`src/rtl/disp_mux_scheduler.sv`:
```
`default_nettype none
// ============================================================================
// Module   : disp_mux_scheduler
// Purpose  : Time-multiplexing scheduler for a dual seven-segment display.
//            It cycles BLANK1 -> SHOW0 -> BLANK0 -> SHOW1 -> BLANK1 ...
//            A blanking slot with both displays off separates the two show
//            slots so that segment data never ghosts onto the wrong digit.
//            All outputs are registered, so there is no combinational path
//            from the inputs to the outputs.
// Ports    : clk        - system clock
//            reset      - synchronous, active-low reset
//            en         - scheduler enable; low forces a fresh BLANK1
//            s1 [3:0]   - digit for display 1 (left), sampled on SHOW0 entry
//            s2 [3:0]   - digit for display 2 (right), sampled on SHOW1 entry
//            disps[1:0] - display enables; [1] = display 1, [0] = display 2
//            sout[3:0]  - digit routed to the downstream segment decoder
//            frame_done - single-cycle pulse on the first cycle of SHOW0
// Revision : 1.0 - initial release
// ============================================================================
module disp_mux_scheduler #(
  parameter int DWELL_CYCLES = 2097152,
  parameter int BLANK_CYCLES = 1024,
  parameter int CNT_W        = 22
) (
  input  logic       clk,
  input  logic       reset,
  input  logic       en,
  input  logic [3:0] s1,
  input  logic [3:0] s2,
  output logic [1:0] disps,
  output logic [3:0] sout,
  output logic       frame_done
);

  // Terminal counts, one below each slot length.
  localparam logic [CNT_W-1:0] DWELL_LAST = CNT_W'(DWELL_CYCLES - 1);
  localparam logic [CNT_W-1:0] BLANK_LAST = CNT_W'(BLANK_CYCLES - 1);

  typedef enum logic [1:0] {
    BLANK1 = 2'd0,
    SHOW0  = 2'd1,
    BLANK0 = 2'd2,
    SHOW1  = 2'd3
  } state_t;

  state_t           state, state_nxt;
  logic [CNT_W-1:0] cnt, cnt_nxt;
  logic [1:0]       disps_nxt;
  logic [3:0]       sout_nxt;
  logic             frame_done_nxt;
  logic             slot_last;

  // State and output registers. Reset dominates enable.
  always_ff @(posedge clk) begin
    if (!reset) begin
      state      <= BLANK1;
      cnt        <= '0;
      disps      <= 2'b00;
      sout       <= 4'h0;
      frame_done <= 1'b0;
    end else begin
      state      <= state_nxt;
      cnt        <= cnt_nxt;
      disps      <= disps_nxt;
      sout       <= sout_nxt;
      frame_done <= frame_done_nxt;
    end
  end

  // Next-state and next-output logic. The output registers are loaded on
  // the same edge as the state change, so the display enables switch
  // exactly when a slot begins and the digit is captured only at slot
  // entry (it does not follow s1/s2 mid-slot).
  always_comb begin
    state_nxt      = state;
    cnt_nxt        = cnt + 1'b1;
    disps_nxt      = disps;
    sout_nxt       = sout;
    frame_done_nxt = 1'b0;

    if ((state == SHOW0) || (state == SHOW1)) begin
      slot_last = (cnt == DWELL_LAST);
    end else begin
      slot_last = (cnt == BLANK_LAST);
    end

    if (!en) begin
      // Park in a fresh BLANK1 so that re-enabling behaves like reset
      // release; sout is deliberately left untouched.
      state_nxt = BLANK1;
      cnt_nxt   = '0;
      disps_nxt = 2'b00;
    end else if (slot_last) begin
      cnt_nxt = '0;
      unique case (state)
        BLANK1: begin
          state_nxt      = SHOW0;
          disps_nxt      = 2'b10;
          sout_nxt       = s1;
          frame_done_nxt = 1'b1;
        end
        SHOW0: begin
          state_nxt = BLANK0;
          disps_nxt = 2'b00;
        end
        BLANK0: begin
          state_nxt = SHOW1;
          disps_nxt = 2'b01;
          sout_nxt  = s2;
        end
        SHOW1: begin
          state_nxt = BLANK1;
          disps_nxt = 2'b00;
        end
        default: begin
          state_nxt = BLANK1;
          disps_nxt = 2'b00;
        end
      endcase
    end
  end

endmodule
`default_nettype wire

```
`config.mk`:
```
export PLATFORM = sky130hd
export DESIGN_NAME = disp_mux_scheduler
export DESIGN_NICKNAME = d
export VERILOG_FILES = /design/src/rtl/disp_mux_scheduler.sv
export SDC_FILE = /design/constraint.sdc
export NUM_CORES = 1
export LEC_CHECK = 0
export CAP_MARGIN = 15
export CORE_MARGIN = 8
export CORE_UTILIZATION = 40
export DETAILED_ROUTE_END_ITERATION = 8
export GPL_TIMING_DRIVEN = 0
export MAX_ROUTING_LAYER = met4
export SYNTH_ARGS = -nofsm -noshare
export SYNTH_HDL_FRONTEND = slang
export SYNTH_SLANG_ARGS = --single-unit
```
`constraint.sdc`:
```
create_clock -name clk -period 2.3 [get_ports clk]
set_input_delay 0.23 -clock clk [delete_from_list [all_inputs] [get_ports clk]]
set_output_delay 0.23 -clock clk [all_outputs]
set_load 0.005 [all_outputs]
```
-- After elaboration in Yosys (flattened, before gate mapping)
Index checks and enable logic that the tools add are counted.
- bits of input ports: 11
- bits in registers: 31
- word-level logic and storage cells: 26
- bitwise operators: 2
- eq/ne operators: 5
- muxes and demuxes: 5
- add/subtract/negate cells: 1
- reductions and logical operators: 8
- operators by type and width (operator ; count):
    $add A22 B1 Y22 const B ; 1
    $eq A22 B10 Y1 const B ; 1
    $eq A22 B21 Y1 const B ; 1
    $pmux W2 S4 ; 1
    $pmux W4 S2 ; 1
    $pmux W2 S3 ; 1
    $reduce_and A3 Y1 ; 2
    $eq A2 B2 Y1 const B ; 2
    $reduce_or A3 Y1 ; 1
    $eq A2 B1 Y1 const B ; 1
    $logic_not A2 Y1 ; 1
    $mux W1 ; 2
    $not A1 Y1 ; 2
    $reduce_and A2 Y1 ; 1
    $reduce_bool A2 Y1 ; 1
    $reduce_or A2 Y1 ; 1
    $logic_or A1 B1 Y1 ; 1

-- Logic depth before layout (Yosys ltp)
Gate-level depths: netlist of run 1.
- word-level depth: 4
- gate-level depth with buffers: 7
- mapped depth without buffers: 6

-- Least setup slack after synthesis of run 1
OpenSTA, ideal clock, no wires.
- kind: register to register
- start: register cnt[15]
- end: register sout[0]
- path slack: 0.477 ns
- data arrival time: 1.705 ns
- required time: 2.182 ns
- stages on the path, launching flop included: 7
- cell sequence: dfxtp_1 > or4_4 > nor4_4 > o211ai_4 > or2_1 > buf_6 > mux2i_1
- word-level cells in the longest chain between the ends: 3
- RTL lines (what ; RTL line ; text):
    from (decl) ; 47 ; logic [CNT_W-1:0] cnt, cnt_nxt;
    from (signal assigned) ; 63 ; cnt <= cnt_nxt;
    $eq A22 B10 Y1 or $eq A22 B21 Y1 (tied branches) ; 84, 82 ;
    $mux W1 (*) ; 81 ; if ((state == SHOW0) || (state == SHOW1)) begin
    $reduce_and A3 Y1 (no line) (*) ; -- ;
    to (signal assigned) ; 65 ; sout <= sout_nxt;
    to (decl) ; 31 ; output logic [3:0] sout,
Every way passes the cells marked *; elsewhere a longest branch is shown, timed or not.
A chain may end at the register's enable or synchronous reset.

-- Worst setup path in the final report of run 1
- start: register cnt[15]
- end: register cnt[9]
- word-level cells in the longest chain between the ends: 3
- RTL lines (what ; RTL line):
    $eq A22 B10 Y1 or $eq A22 B21 Y1 (tied branches) ; 84, 82
    $mux W1 (*) ; 81
    $reduce_or A3 Y1 (no line) (*) ; --
Marks and branches as above.

==> impl_results.md, run 1 <==
- Worst Tran Pin Value: 0.531 ns
- Vias in the first global route: about 1100
- Inserted Clock Buffers: 5
- Final min period: between 1.5 and 2 ns
- # DRC: 0
- Initial Utilization: 41.0%
- Fin. max-slew vios: 0
- Count of final setup violators: 0
- CTS resizes: 0
- Clock Sinks: 31
- ANT nets after route: 0
- Drt wl/cell: roughly 13 µm
- Critical path peak fanout: 10
- Max Fclk: approximately 510 MHz
- CP cell instances: or4_4 -> nor4_4 -> o211ai_4 -> nand3_1 -> buf_2 -> nor2_1
- Critical Path End Type: flip-flop
- GRT Overall Usage: a little over a tenth
- Post-Route Setup TNS: 0 ns
- Core utilization of the finished layout: about half
- ANT cells: 0
- Final WL: 2.95 mm
- Hold Crit Class: reg2reg
- Sequential area share after synthesis: between 40% and 50%
- Drt initial violations: 66
- Final period util: 85.1%
- I/O Buffers: 17
- Status: finished, final reports clean
- Mean Syn Cell Area: about 9.3 µm²
- HPWL Detailed: around 2.2 mm
- Met1 usage: around 11%
- CORE AREA: around 0.0036 mm²
- Area Growth Syn to Fin: 23.3%
- Post-Syn Area: about 0.0015 mm²
- Grt met2 use: a little under a fifth
- CTS tree: built
- H-Tree Depth: 2
- Fin. Hold Viols: 0
- First-pass GRT wire length: 5.04 mm
- Met3 usage: about 3.8%
- Critical Path AT: 2.13 ns
- Fin Clk Skew: approximately 0.0083 ns
- Max-cap violation count: 0
- DRT Pass-1 Iters: 4
- I/O pins: 18
- Post-place setup slack: ~0.35 ns
- Clock tree buffer depth: 2
- Crit path largest cell delay: roughly 0.55 ns
- #FFs+latches synth: 31
- Worst vdd ir: 0.000422 V
- Leak pwr: around 0.72 nW
- DR vias/cell: 5.14
- Final worst slack: around 0.34 ns
- Reg clk slew, reported paths: 0.07 ns
- RSZ-0062 raised after global routing: no
- YS warnings: 0
- Cts hold-fix bufs: 0
- Die Area: just under 0.006 mm²
- Library cells used by synthesis: 36
- Relative slew slack: between 60 and 70%
- RePlAce Congestion: roughly 0.79
- GRT busiest layer: met2
- CP Launch Type: flip-flop
- Syn Inst Count: about 160
- Post-route insts no fill: about 230
- Leading cell type in the layout, fill and taps excluded: dfxtp_1
- Fin nets: slightly below 200
- Clock Tree Root: clkbuf_8
- Setup CP Type: reg2reg
- Die width: 77.1 µm
- # Post-CTS Setup Buffers: 0
- Die height: 77.1 µm
- Initial antenna violation count: 0
- Req. time, crit path: roughly 2.5 ns
- P per Cell Area: roughly 610 mW/mm²
- Num rows: 22
- Pin count of the biggest net entering global routing: 11
- WHS: 0.443 ns
- Placed Cells incl. Taps: roughly 230
- Worst skew pair latency: about 0.28 ns
- GR Overflow Total: 0
- Net Count, Synth: between 150 and 200
- Commonest cells after routing, fill and taps aside: dfxtp_1, nor2_1, clkdlybuf4s50_1
- CP max stage cell: or4_4
- Via count: ~1200
- Layout cell share with drive strength beyond 1: between 10% and 20%
worst paths after layout:
check	endpoint	startpoint	slack [ns]	cells past startpoint
worst max register to register	cnt[9]$_SDFF_PP0_	cnt[15]$_SDFF_PP0_	0.34	6
worst min-delay path	cnt[0]$_SDFF_PP0_	cnt[0]$_SDFF_PP0_	0.44	1
worst max-delay path	cnt[9]$_SDFF_PP0_	cnt[15]$_SDFF_PP0_	0.34	6
worst min register to register	cnt[0]$_SDFF_PP0_	cnt[0]$_SDFF_PP0_	0.44	1
synthesized netlist by cell type, drive strengths merged:
cell type | instances | area, µm²
a211oi | 1 | 7.51
a21oi | 2 | 10.0
a31oi | 1 | 6.26
and2 | 2 | 12.5
and3 | 4 | 27.5
and4 | 6 | 55.1
buf | 3 | 27.5
clkbuf | 3 | 21.3
dfxtp | 31 | 621
ha | 3 | 37.5
inv | 3 | 11.3
mux2 | 4 | 45.0
mux2i | 7 | 70.1
nand2 | 16 | 60.1
nand3 | 9 | 45.0
nand3b | 1 | 7.51
nand4 | 5 | 31.3
nor2 | 26 | 97.6
nor3 | 3 | 15.0
nor4 | 2 | 27.5
o211ai | 1 | 21.3
o21ai | 2 | 10.0
o22ai | 1 | 12.5
o31ai | 1 | 7.51
or2 | 1 | 6.26
or3 | 2 | 13.8
or4 | 3 | 26.3
xnor2 | 3 | 26.3
xor2 | 15 | 131
cell families (layout without fill, tap and decap cells):
logic type / Yosys count / after routing / synth area share (%)
XOR/XNOR: 18 / 18 / 10.6
buffers and inverters: 9 / 34 / 4.03
AO/OA/AOI/OAI: 9 / 9 / 5.03
adder cells (fa/ha/maj): 3 / 3 / 2.52
multiplexers: 11 / 11 / 7.72
flip-flops: 31 / 31 / 41.6
AND/OR/NAND/NOR: 80 / 80 / 28.5
per-layer routing:
metal  vias to the layer above  share of wire, %
li1                        605                 -
met1                       577                45
met2                        15                50
met3                         5               3.5
met4                         0               2.2
met5                         -                 0
sequential cells by signal, indices dropped and copies added (netlist names):
signal / count
cnt: 22
disps: 2
frame_done: 1
sout: 4
state: 2
stage by stage:
step	area, µm²	total power [mW]
floorplan	1490	0.569
detailed placement	1720	0.591
finish	1840	1.13
global placement	1720	0.590
CTS	1840	1.15
global route	1840	1.18
power breakdown:
| group | switching (mW) | total, mW | internal (mW) |
|---|---|---|---|
| registers | 0.000989 | 0.539 | 0.538 |
| clock network | 0.202 | 0.552 | 0.350 |
| logic | 0.0167 | 0.0396 | 0.0229 |
| total | 0.220 | 1.13 | 0.911 |
area by class of cell:
type | instances | area [µm²]
inverter | 3 | 11.3
tap | 48 | 60.1
fill | 343 | 1790
multi-input combinational | 121 | 811
clock buffer | 6 | 82.6
buffer | 6 | 48.8
sequential | 31 | 621
timing repair buffer | 17 | 170
clock inverter | 2 | 35.0
critical path, delay by kind of cell (launching register included):
| family | cells | cell delay, ns |
|---|---|---|
| AND/OR/NAND/NOR | 4 | 1.04 |
| flip-flops | 1 | 0.35 |
| buffers and inverters | 1 | 0.27 |
| AO/OA/AOI/OAI | 1 | 0.18 |
No activity file was read; power rests on OpenSTA's default activity.
==> run 2: changes to the inputs <==
--- a/config.mk
+++ b/config.mk
@@ -9,7 +9,6 @@
 export CORE_MARGIN = 8
 export CORE_UTILIZATION = 40
 export DETAILED_ROUTE_END_ITERATION = 8
-export GPL_TIMING_DRIVEN = 0
 export MAX_ROUTING_LAYER = met4
 export SYNTH_ARGS = -nofsm -noshare
 export SYNTH_HDL_FRONTEND = slang
==> impl_results.md, run 2 (synthesis gave the netlist of run 1 again) <==
- Num rows: 22 (unchanged)
- Final min period: 1.91 ns (-0.0450 ns)
- Relative slew slack: 66.1% (+1.5 points)
- RSZ-0062 raised after global routing: no
- Pin count of the biggest net entering global routing: 14 (+3)
- Post-Route Setup TNS: 0 ns (unchanged)
- Worst vdd ir: 0.000427 V (+1.1%)
- Flip-flop count of the largest register after layout: 22 (unchanged)
- CTS resizes: 0 (unchanged)
- Max-cap violation count: 0 (unchanged)
- # DRC: 0 (unchanged)
- Most flop-heavy register: cnt
- I/O Buffers: 17 (unchanged)
- Final Power: 1.13 mW (-0.19%)
- # Post-CTS Setup Buffers: 0 (unchanged)
- Final Cell Area: 0.00180 mm² (-2.2%)
- Leak pwr: 0.701 nW (-2.8%)
- Fin nets: 194 (-2.5%)
- Req. time, crit path: 2.46 ns (about the same)
- Setup CP Type: reg2reg
- Status: finished, final reports clean
- Cts hold-fix bufs: 0 (unchanged)
- WHS: 0.446 ns (+0.00326 ns)
- Critical Path AT: 2.08 ns (-0.05 ns)
- Largest registers: cnt: 22 flops, sout: 4 flops
- CP Buf/Inv Count: 0 (-1)
- ANT nets after route: 0 (unchanged)
- RePlAce Congestion: 0.816 (+2.9%)
- Worst skew pair latency: 0.28 ns (about the same)
- GR Overflow Total: 0 (unchanged)
- Commonest cells after routing, fill and taps aside: dfxtp_1, nor2_1, clkdlybuf4s50_1
- Die Area: 0.00594 mm² (unchanged)
- H-Tree Depth: 2 (unchanged)
- Reg clk slew, reported paths: 0.07 ns (about the same)
- First-pass GRT wire length: 4.98 mm (-1.1%)
- Layout cell share with drive strength beyond 1: 12.2% (-1.3 points)
- CP cell instances: or4_4 -> nor4_4 -> o211ai_4 -> or2_1 -> mux2i_1
- GRT Overall Usage: 10.6% (-0.35 points)
- Inserted Clock Buffers: 5 (unchanged)
- Post-route insts no fill: 229 (-2.1%)
- Fin. Hold Viols: 0 (unchanged)
- Drt initial violations: 54 (-18%)
- Worst path top cell family by delay: simple AND/OR/NAND/NOR gates
- Crit path largest cell delay: 0.55 ns (about the same)
- Die width: 77.1 µm (unchanged)
- Placed cell area: 0.00168 mm² (-2.4%)
- I/O pins: 18 (unchanged)
- Die height: 77.1 µm (unchanged)
- Drt wl/cell: 13.0 µm (+3.1%)
- Fill count: 333 (-2.9%)
- Vias in the first global route: 1108 (-2.6%)
- Via count: 1171 (-2.6%)
- Count of final setup violators: 0 (unchanged)
- Fin. max-slew vios: 0 (unchanged)
- ANT cells: 0 (unchanged)
- P per Cell Area: 628 mW/mm² (+2.1%)
- CTS tree: built
- Placed Cells incl. Taps: 221 (-2.2%)
- CP max stage cell: or4_4
- CORE AREA: 0.00363 mm² (unchanged)
- Clock tree buffer depth: 2 (unchanged)
- Leading cell type in the layout, fill and taps excluded: dfxtp_1
- Worst Tran Pin Value: 0.507 ns (-0.0243 ns)
- DR vias/cell: 5.11 (-0.45%)
- Max Fclk: 523 MHz (+2.4%)
- Critical path peak fanout: 7 (-3)
- Fin Clk Skew: 0.00549 ns (-0.00279 ns)
- Hold Crit Class: reg2reg
- CP Launch Type: flip-flop
- Clock Sinks: 31 (unchanged)
- HPWL Detailed: 2.20 mm (+1.2%)
- Clock Tree Root: clkbuf_8
- Initial Utilization: 41.0% (unchanged)
- DRT Pass-1 Iters: 4 (unchanged)
- Critical Path End Type: flip-flop
- Area Growth Syn to Fin: 20.6%
- Final period util: 83.1% (-2.0 points)
- Final WL: 2.98 mm (+0.91%)
- Initial antenna violation count: 0 (unchanged)
-- run 2: changes by cell type in the layout (fill, tap and decap cells not counted), sizes merged --
cell / change
clkbuf: -3
buf: -2
-- run 2: final timing paths --
path              depth (start not counted)               start  slack [ns]                    to
setup / recovery                          5  cnt[15]$_SDFF_PP0_        0.39  sout[1]$_SDFFE_PN0P_
hold reg to reg                           1   cnt[0]$_SDFF_PP0_        0.45     cnt[0]$_SDFF_PP0_
setup reg to reg                          5  cnt[15]$_SDFF_PP0_        0.39  sout[1]$_SDFFE_PN0P_
hold / removal                            1   cnt[0]$_SDFF_PP0_        0.45     cnt[0]$_SDFF_PP0_
-- run 2: layout make-up --
| class | instances | area (µm²) | area share, % |
|---|---|---|---|
| multi-input cells | 121 | 811 | 45.1 |
| repair buffers | 18 | 178 | 9.88 |
| inverters | 3 | 11.3 | 0.626 |
| clock inverters | 2 | 35.0 | 1.95 |
| flip-flops and latches | 31 | 621 | 34.5 |
| clock buffers | 6 | 82.6 | 4.59 |
| well taps | 48 | 60.1 | 3.34 |
-- run 2: stage by stage --
step | worst slack, ns | util [%]
floorplan | 0.477 | -
CTS | 0.383 | 49.5
global placement | 0.432 | 46.2
detailed placement | 0.386 | 46.2
global route | 0.295 | 49.5
finish | 0.388 | 49.5
-- run 2: report_power, final --
group / total [mW] / leakage [nW] / switching [mW] / internal, mW
sequential: 0.540 / 0.250 / 0.00108 / 0.538
combinational: 0.0374 / 0.390 / 0.0162 / 0.0212
clock: 0.552 / 0.0612 / 0.202 / 0.350
total: 1.13 / 0.701 / 0.219 / 0.910
-- run 2: per-layer routing --
layer	global-route usage, %	wire length, µm
met2	18.7	1560
met4	3.96	36
met3	3.26	142
met5	-	0
met1	10.7	1240
